<file path="src/rtl/cacheline_arbiter.sv">
// Round-robin arbiter sharing one cacheline memory port between an I-cache and a D-cache.
// One transaction at a time; a single IDLE cycle always separates two transactions.
module cacheline_arbiter #(
  parameter int LINE_W = 256,
  parameter int ADDR_W = 32
) (
  input  logic              clk,
  input  logic              rst,
  input  logic              i_read,
  input  logic [ADDR_W-1:0] i_address,
  output logic [LINE_W-1:0] i_rdata,
  output logic              i_resp,
  input  logic              d_read,
  input  logic              d_write,
  input  logic [ADDR_W-1:0] d_address,
  input  logic [LINE_W-1:0] d_wdata,
  output logic [LINE_W-1:0] d_rdata,
  output logic              d_resp,
  output logic              pmem_read,
  output logic              pmem_write,
  output logic [ADDR_W-1:0] pmem_address,
  output logic [LINE_W-1:0] pmem_wdata,
  input  logic [LINE_W-1:0] pmem_rdata,
  input  logic              pmem_resp,
  output logic [1:0]        grant
);

  typedef enum logic [1:0] {
    IDLE    = 2'd0,
    SERVE_I = 2'd1,
    SERVE_D = 2'd2
  } state_e;

  typedef enum logic {
    LG_I = 1'b0,
    LG_D = 1'b1
  } last_e;

  state_e state_q, state_d;
  last_e  last_grant_q, last_grant_d;
  logic   d_req_s;

  // Line offset bits are dropped on the memory port.
  logic unused_offset_bits;
  assign unused_offset_bits = ^{i_address[4:0], d_address[4:0]};

  assign d_req_s = d_read | d_write;

  // Next-state and round-robin bookkeeping.
  always_comb begin
    state_d      = state_q;
    last_grant_d = last_grant_q;
    case (state_q)
      IDLE: begin
        if (i_read && d_req_s) begin
          if (last_grant_q == LG_I) begin
            state_d = SERVE_D;
          end else begin
            state_d = SERVE_I;
          end
        end else if (i_read) begin
          state_d = SERVE_I;
        end else if (d_req_s) begin
          state_d = SERVE_D;
        end else begin
          state_d = IDLE;
        end
      end
      SERVE_I: begin
        if (pmem_resp) begin
          state_d      = IDLE;
          last_grant_d = LG_I;
        end else begin
          state_d = SERVE_I;
        end
      end
      SERVE_D: begin
        if (pmem_resp) begin
          state_d      = IDLE;
          last_grant_d = LG_D;
        end else begin
          state_d = SERVE_D;
        end
      end
      default: begin
        state_d = IDLE;
      end
    endcase
  end

  // State registers with synchronous active-low reset.
  always_ff @(posedge clk) begin
    if (!rst) begin
      state_q      <= IDLE;
      last_grant_q <= LG_I;
    end else begin
      state_q      <= state_d;
      last_grant_q <= last_grant_d;
    end
  end

  // Memory-port muxing and response steering; a D write wins over a D read.
  always_comb begin
    pmem_read    = 1'b0;
    pmem_write   = 1'b0;
    pmem_address = {ADDR_W{1'b0}};
    pmem_wdata   = {LINE_W{1'b0}};
    i_resp       = 1'b0;
    d_resp       = 1'b0;
    grant        = 2'b00;
    case (state_q)
      IDLE: begin
        grant = 2'b00;
      end
      SERVE_I: begin
        pmem_read    = i_read;
        pmem_address = {i_address[ADDR_W-1:5], 5'b00000};
        i_resp       = pmem_resp;
        grant        = 2'b01;
      end
      SERVE_D: begin
        pmem_read    = d_read & ~d_write;
        pmem_write   = d_write;
        pmem_wdata   = d_wdata;
        pmem_address = {d_address[ADDR_W-1:5], 5'b00000};
        d_resp       = pmem_resp;
        grant        = 2'b10;
      end
      default: begin
        grant = 2'b00;
      end
    endcase
  end

  assign i_rdata = pmem_rdata;
  assign d_rdata = pmem_rdata;

endmodule

</file>
<file path="config.mk">
export PLATFORM = sky130hd
export DESIGN_NAME = cacheline_arbiter
export DESIGN_NICKNAME = d
export VERILOG_FILES = /design/src/rtl/cacheline_arbiter.sv
export SDC_FILE = /design/constraint.sdc
export NUM_CORES = 1
export LEC_CHECK = 0
export BUFFER_PORTS_ARGS = -buffer_cell sky130_fd_sc_hd__buf_4
export CORE_AREA = 4 4 537 539
export DETAILED_ROUTE_END_ITERATION = 8
export DIE_AREA = 0 0 541 543
export PLACE_DENSITY = 0.3
export SETUP_SLACK_MARGIN = 0.4
export SLEW_MARGIN = 10
export SYNTH_ARGS = -nofsm -noshare
export SYNTH_HDL_FRONTEND = slang
export SYNTH_SLANG_ARGS = --single-unit
</file>
<file path="constraint.sdc">
create_clock -name clk -period 2.25 [get_ports clk]
set_input_delay 0.225 -clock clk [delete_from_list [all_inputs] [get_ports clk]]
set_output_delay 0.225 -clock clk [all_outputs]
set_load 0.1 [all_outputs]
</file>
==> flow_summary.toml, run 1 <==
[synthesis]
yosysMostFrequentCell = "buf_4"
yosys.area.top_type = "buf_4"
yosys-top-cells-area = "buf_4, and2_1, a22oi_1"
ys_seq_elements = 3
synthCells = 896
yosys_warnings = 0
syn-cell-area_sq_um = 6370
synthArstFlopShare_pct = 0
synth_top_area_share_pct = 61.3
avgSynthCellArea_sq_um = 7.11
synth_common_cells = "buf_4, and2_1, nor2b_1"
synth_cell_type_count = 24
synthFlopType = "dfxtp_1"
synth_edf_count = 0
ys_seq_area_share_pct = 0.943

[clocking]
clkTransAtPathRegs_ps = 30
cts_buffers = 3
cts.sinks = 3
tritoncts = "done"
clk_latency_ps = 240
htreeDepth = 1
cts-root-buf = "clkbuf_16"
cts_hold_buf = 0
cts_max_path_buffers = 2

[setup_path]
worstPathRequired_ps = 2030
crit_type = "reg2out"
ff2ff_setup_slack_ps = 450
startpoint_type = "register"
cp_data_arrival_time_ps = 1800
worst_r2r_startpoint = "state_q[0]"
critPathCaptureType = "output port"
cp-startpoint = "state_q[0]"
critPathMaxFanout = 7

[final_layout]
final_cells = 4799
area_growth_pct = 161
final_nets = 1606
nFillCells = 33492
drive_above_1_share_pct = 97.6
post-route-util_pct = 5.86

[drt]
wl_per_cell_um = 40.4
ant_nets = 0
vias = 7131
drcViolationCount = 0
drt_iter0_markers = 286
wirelength_mm = 194
vias_per_cell = 1.49
dr.pass1.iters = 4

[sta]
fin_worst_skew_ps = 3.81
postLayoutSetupSlackWorst_ps = 230
report.final.hold_viol_count = 0
slew_violations = 0
grt_setup_unrepaired = "true"
setup_viol_count_final = 0
finalCritPeriodShare_pct = 89.8
period_needed_ps = 2020
fmax_mhz = 495

[min_path]
hold_class = "in2reg"
min_from = "rst"

[placement]
placed_cells = 4723
gp_congestion = 0.753
io_buffers = 604
dp_hpwl_mm = 182
preCtsSetupSlack_ps = -4.31

[global_route]
grt_pass1_wl_mm = 209
antenna_found_initial = 158
grt_overflow = 0
grt_use_total_pct = 12.5
grt_pass1_vias = 7121
grt_max_degree = 48

[power]
max-vdd-ir-drop_mv = 0.183
p_per_area_nw_per_um2 = 608
total_power_w = 0.0101
p_leak_nw = 5.69

[die]
fp.coreArea_sq_um = 284000
initial_core_util_pct = 2.24
ios = 1388
die_area_sq_um = 294000
rows = 196
die_h_um = 543
die_w_um = 541

[flow_run]
cap_violations = 0

[run_status]
status = "complete, no violations"
==> power by group <==
part | leakage (nW) | internal, W | switching [W] | total [W]
Sequential | 0.0260 | 0.0000614 | 0.00000871 | 0.0000701
Clock | 0.0383 | 0.000234 | 0.0000513 | 0.000285
Combinational | 5.62 | 0.00339 | 0.00638 | 0.00977
Total | 5.69 | 0.00368 | 0.00644 | 0.0101
==> cell usage in the layout, fill, tap and decap left out, types with 16 or more instances in the layout <==
cell type,instances
buf_8,93
buf_12,201
diode_2,20
nor2b_4,19
and2_4,78
buf_6,17
a22oi_2,27
buf_4,334
buf_16,16
and2_2,180
==> flip-flops by register name (all words and copies together) (netlist names) <==
register / count
last_grant_q: 1
state_q: 2
==> logic make-up (layout without fill, tap and decap cells) <==
group | count (synthesis) | count (layout) | synth area share (%)
and+or+nand+nor | 293 | 293 | 29.2
other | 1 | 25 | 0.0589
buffers and inverters | 559 | 676 | 64.6
DFF | 3 | 3 | 0.943
adders and majority gates | 6 | 6 | 1.18
AOI/OAI and AO/OA | 34 | 34 | 4.05
==> worst paths after layout <==
kind / endpoint / cells past startpoint
max: pmem_address[29] / 7
min: last_grant_q / 3
max reg2reg: last_grant_q / 9
min reg2reg: last_grant_q / 2
==> per-stage QoR <==
step,instance area (sq um),setup TNS [ps],hold slack (ps)
2_1_floorplan,6790,0,337
3_3_place_gp,14200,0,451
3_5_place_dp,14200,-4.31,451
4_1_cts,15400,0,270
5_1_grt,16600,0,270
6_report,16600,0,258
==> timing repair <==
item	4_1_cts	5_1_grt
setup endpoints to repair	283	283
hold endpoints to repair	0	0
buffers inserted	22	10
pin swaps	4	14
gates resized for setup	131	281
gates cloned	14	6
==> critical path, stage by stage (launching register included) <==
cell	delay, ps
dfxtp_4	350
inv_4	40
ha_4	190
buf_12	170
buf_16	170
a22oi_2	340
nor2b_4	80
buf_12	170
==> routing by layer <==
layer / wire, um / vias to the layer above / global-route usage (%) / share of wire, %
li1: - / 2476 / - / -
met1: 52300 / 2864 / 9.90 / 27
met2: 78300 / 1382 / 18.4 / 40
met3: 56900 / 401 / 16.7 / 29
met4: 6260 / 8 / 2.61 / 3.2
met5: 205 / - / 0.395 / 0.11
==> layout make-up <==
type / count / area (sq um) / share of cell area [%]
Sequential cell: 3 / 67.6 / 0.406
Clock buffer: 4 / 78.8 / 0.474
Multi-Input combinational cell: 338 / 2970 / 17.8
Antenna cell: 20 / 50.0 / 0.301
Inverter: 4 / 17.5 / 0.105
Tap cell: 3762 / 4710 / 28.3
Timing Repair Buffer: 668 / 8750 / 52.6
Power figures use the tool's default switching activity.
==> run 2, diff against run 1 <==
- BUFFER_PORTS_ARGS: -buffer_cell sky130_fd_sc_hd__buf_4 -> -buffer_cell sky130_fd_sc_hd__buf_2
- CAP_MARGIN: unset -> 40
==> flow_summary.toml, run 2 (synthesized netlist as in run 1, its figures left out) <==
[sta]
grt_setup_unrepaired = "true"
relSlewSlack_pct = 56.6
finalCritPeriodShare_pct = 88.9
fmax_mhz = 500
report.final.hold_viol_count = 0
fin_worst_skew_ps = 0.559
postLayoutSetupSlackWorst_ps = 250
slew_violations = 0
setup_viol_count_final = 0
period_needed_ps = 2000
tightestPinTransition_ps = 656
setup-tns-final_ps = 0

[power]
max-vdd-ir-drop_mv = 0.209
combPwrFrac_pct = 96.5
total_power_w = 0.0102
switching_share_pct = 64.5
switchingPower_w = 0.00659
p_leak_nw = 5.43
clkPwrFrac_pct = 2.8
internal-power_w = 0.00363
p_per_area_nw_per_um2 = 633
p_seq_share_pct = 0.7

[drt]
dr.pass1.iters = 4
drcViolationCount = 0
wl_per_cell_um = 41.0
vias = 7312
wirelength_mm = 197
drt_iter0_markers = 313
vias_per_cell = 1.52
ant_nets = 0

[die]
die_area_sq_um = 294000
rows = 196
ios = 1388
fp.coreArea_sq_um = 284000
die_w_um = 541
die_h_um = 543
initial_core_util_pct = 2.24

[placement]
io_buffers = 604
placed_cells = 4720
dp_hpwl_mm = 185
preCtsSetupSlack_ps = 292
gp_congestion = 0.751

[min_path]
hold_class = "in2reg"
min_from = "rst"

[setup_path]
worstPathRequired_ps = 2030
max_stage_delay_ps = 360
crit_type = "reg2out"
critPathMaxFanout = 14
crit_path_cell_trace = "inv_4 -> ha_4 -> buf_12 -> buf_16 -> a22oi_1 -> nor2b_4 -> buf_12"
path_common_cell = "buf_12"
cp_slowest_cell = "dfxtp_4"
worst_r2r_startpoint = "state_q[1]"
cp_data_arrival_time_ps = 1780
critPathCaptureType = "output port"
cp-startpoint = "state_q[0]"
startpoint_type = "register"

[global_route]
grt_overflow = 0
grt_pass1_wl_mm = 214
grt_use_total_pct = 12.6
grt_pass1_vias = 7000
grt_max_degree = 57
antenna_found_initial = 185

[final_layout]
layout_commonest_cell = "buf_2"
final_cells = 4797
area_growth_pct = 154
drive_above_1_share_pct = 95.9
post-route-util_pct = 5.68
reg_top3 = "state_q (2), last_grant_q (1)"
largest_reg_flops = 2
regMostFlops = "state_q"
final_nets = 1594
mostFrequentLayoutCells = "buf_2, buf_12, and2_2"

[clocking]
cts_buffers = 3
cts.sinks = 3
tritoncts = "done"
clkTransAtPathRegs_ps = 30
cts_hold_buf = 0
cts-root-buf = "clkbuf_16"
clk_latency_ps = 240
cts_max_path_buffers = 2
htreeDepth = 1

[flow_run]
cap_violations = 0

[run_status]
status = "complete, no violations"
[run 2: final cells by class]
| cell class | instances | area [sq um] |
|---|---|---|
| tap | 3762 | 4710 |
| inverter | 4 | 20.0 |
| timing repair buffer | 656 | 8330 |
| multi-input combinational | 338 | 2860 |
| fill | 33445 | 268000 |
| sequential | 3 | 67.6 |
| antenna | 30 | 75.1 |
| clock buffer | 4 | 78.8 |
[run 2: power groups by stage]
stage | sequential (W) | combinational (W) | clock (W)
finish | 0.0000708 | 0.00986 | 0.000288
global route | 0.0000719 | 0.0103 | 0.000294
CTS | 0.0000701 | 0.00971 | 0.000294
detailed placement | 0.0000691 | 0.00917 | 0
global placement | 0.0000680 | 0.00914 | 0
floorplan | 0.0000659 | 0.00916 | 0
[run 2: worst max-delay path: cells and delay by family, from the launching register on]
kind | cells | cell delay [ps]
buffers and inverters | 4 | 510
flip-flops | 1 | 360
AO/OA/AOI/OAI | 1 | 330
adder cells (fa/ha/maj) | 1 | 200
AND/OR/NAND/NOR | 1 | 80
[run 2: layer usage]
metal | GRT usage, % | wire, um
met1 | 8.49 | 44600
met2 | 18.5 | 80400
met3 | 19.5 | 65200
met4 | 2.74 | 6070
met5 | 0 | 400
[run 2: what timing repair did]
action                                  4_1_cts  5_1_grt
pin swaps                                     2        3
buffers inserted                             12       10
gates resized for setup                      45       72
endpoints found under the setup margin      272      283
cloned                                        9       12
[run 2: through the flow]
stage | hold WS (ps) | area (sq um)
after floorplan | 337 | 6790
after global placement | 451 | 14900
after detailed placement | 451 | 14900
after CTS | 261 | 15500
after global routing | 268 | 16100
final | 262 | 16100
[run 2: path summary, 6_finish.rpt]
kind / slack (ps) / cells past startpoint / end
setup / recovery: 250 / 7 / pmem_address[29]
hold / removal: 260 / 3 / last_grant_q
hold reg to reg: 550 / 2 / last_grant_q
setup reg to reg: 570 / 8 / last_grant_q
==> run 3, diff against run 2 <==
- BUFFER_PORTS_ARGS: -buffer_cell sky130_fd_sc_hd__buf_2 -> -buffer_cell sky130_fd_sc_hd__buf_4
- GPL_TIMING_DRIVEN: unset -> 0
==> flow_summary.toml, run 3 (synthesized netlist as in run 1, its figures left out) <==
[placement]
gp_congestion = 0.885
placed_cells = 5778
placed_cell_area_sq_um = 19900
dp_hpwl_mm = 189
preCtsSetupSlack_ps = -236
io_buffers = 1116

[min_path]
min_from = "rst"
hold-path-cell-count = 3
hold_class = "in2reg"
whs_endpoint = "last_grant_q"

[die]
rows = 196
die_w_um = 541
ios = 1388
initial_core_util_pct = 2.24
die_area_sq_um = 294000
die_h_um = 543
fp.coreArea_sq_um = 284000

[drt]
vias_per_cell = 1.89
dr.pass1.iters = 4
dr_wl_met3_mm = 32.8
vias = 11030
wirelength_mm = 197
wl_met1_mm = 77.4
ant_nets = 0
top_layer_used = "met5"
wl_per_cell_um = 33.7
drt_iter0_markers = 460
drcViolationCount = 0
wl_met2_mm = 83.2

[setup_path]
r2r_cells = 9
startpoint_type = "register"
worstPathRequired_ps = 2030
r2r_end = "state_q[1]"
cp_data_arrival_time_ps = 1850
critPathCaptureType = "output port"
cp-startpoint = "state_q[0]"
ff2ff_setup_slack_ps = 550
crit_type = "reg2out"
critPathMaxFanout = 10
worst_r2r_startpoint = "state_q[0]"

[power]
max-vdd-ir-drop_mv = 0.238
p_per_area_nw_per_um2 = 643
p_leak_nw = 10.9

[global_route]
grt_use_total_pct = 12.6
grt_pass1_vias = 11191
grt_overflow = 0
grt_pass1_wl_mm = 218
antenna_found_initial = 161
grt_max_degree = 11

[clocking]
cts_hold_buf = 0
clk_latency_ps = 230
cts.sinks = 3
tritoncts = "done"
clkTransAtPathRegs_ps = 30
cts-root-buf = "clkbuf_16"
cts_max_path_buffers = 2
cts_buffers = 3
htreeDepth = 1

[final_layout]
regMostFlops = "state_q"
post-route-util_pct = 8.81
reg_top3 = "state_q (2), last_grant_q (1)"
area_growth_pct = 293
final_area_sq_um = 25000
regArea_sq_um = 67.6
final_nets = 2650
nFillCells = 33241
layout_commonest_cell = "buf_4"
largest_reg_flops = 2
multiInputGateArea_sq_um = 3000
mostFrequentLayoutCells = "buf_4, buf_12, and2_2"
drive_above_1_share_pct = 98.8
final_cells = 5834

[sta]
report.final.hold_viol_count = 0
fmax_mhz = 481
period_needed_ps = 2080
setup_viol_count_final = 0
fin_worst_skew_ps = 1.94
slew_violations = 0
finalCritPeriodShare_pct = 92.4
grt_setup_unrepaired = "true"
postLayoutSetupSlackWorst_ps = 171

[flow_run]
cap_violations = 0

[run_status]
status = "complete, no violations"
==> run 3: cell types whose count changed in the layout (fill, tap and decap cells not counted), sizes merged <==
cell | before | now
buf | 646 | 1687
diode | 30 | 11
bufbuf | 1 | 0
clkbuf | 13 | 29
==> run 3: worst max-delay path by stage <==
stage                        to  slack, ps
2_1_floorplan  pmem_address[10]        240
3_3_place_gp    pmem_address[9]       -860
3_5_place_dp   pmem_address[25]       -240
4_1_cts         pmem_wdata[100]         60
5_1_grt        pmem_address[10]        100
6_report         pmem_wdata[34]        170
==> run 3: area by class of cell <==
cell class / count / share of cell area (%)
Clock buffer: 4 / 0.315
Buffer: 555 / 17.8
Timing Repair Buffer: 1157 / 50.6
Tap cell: 3762 / 18.8
Inverter: 4 / 0.0700
Multi-Input combinational cell: 338 / 12.0
Antenna cell: 11 / 0.110
Sequential cell: 3 / 0.270
==> run 3: routing by layer <==
| metal | track usage, % | vias up |
|---|---|---|
| met2 | 19.3 | 1234 |
| met5 | 0 | - |
| met1 | 14.6 | 4850 |
| li1 | - | 4559 |
| met4 | 0.853 | 80 |
| met3 | 9.47 | 307 |
==> run 3: what timing repair did <==
action / CTS / global route
pin swaps: 9 / 10
gates resized for setup: 427 / 721
cloned: 6 / 12
setup endpoints to repair: 287 / 286
buffers inserted: 11 / 12
==> run 3: metrics by stage <==
| step | TNS, ps | hold slack (ps) | power, W |
|---|---|---|---|
| after floorplan | 0 | 337 | 0.00922 |
| after CTS | 0 | 249 | 0.0148 |
| after global placement | -13090 | 499 | 0.0133 |
| after global routing | 0 | 267 | 0.0167 |
| final | 0 | 254 | 0.0161 |
| after detailed placement | -7030 | 490 | 0.0133 |
==> run 3: critical path, stage by stage (launching register included) <==
cell and delay, ps:
dfxtp_4 340, inv_4 60, ha_4 170, buf_12 170, buf_12 130, buf_4 110
buf_8 120, and2_2 190, buf_4 310
==> run 3: power by group <==
group,leakage [nW],internal (W),switching (W),total (W)
Combinational,10.8,0.00487,0.0109,0.0157
Clock,0.0382,0.000234,0.0000544,0.000289
Sequential,0.0260,0.0000614,0.00000863,0.0000700
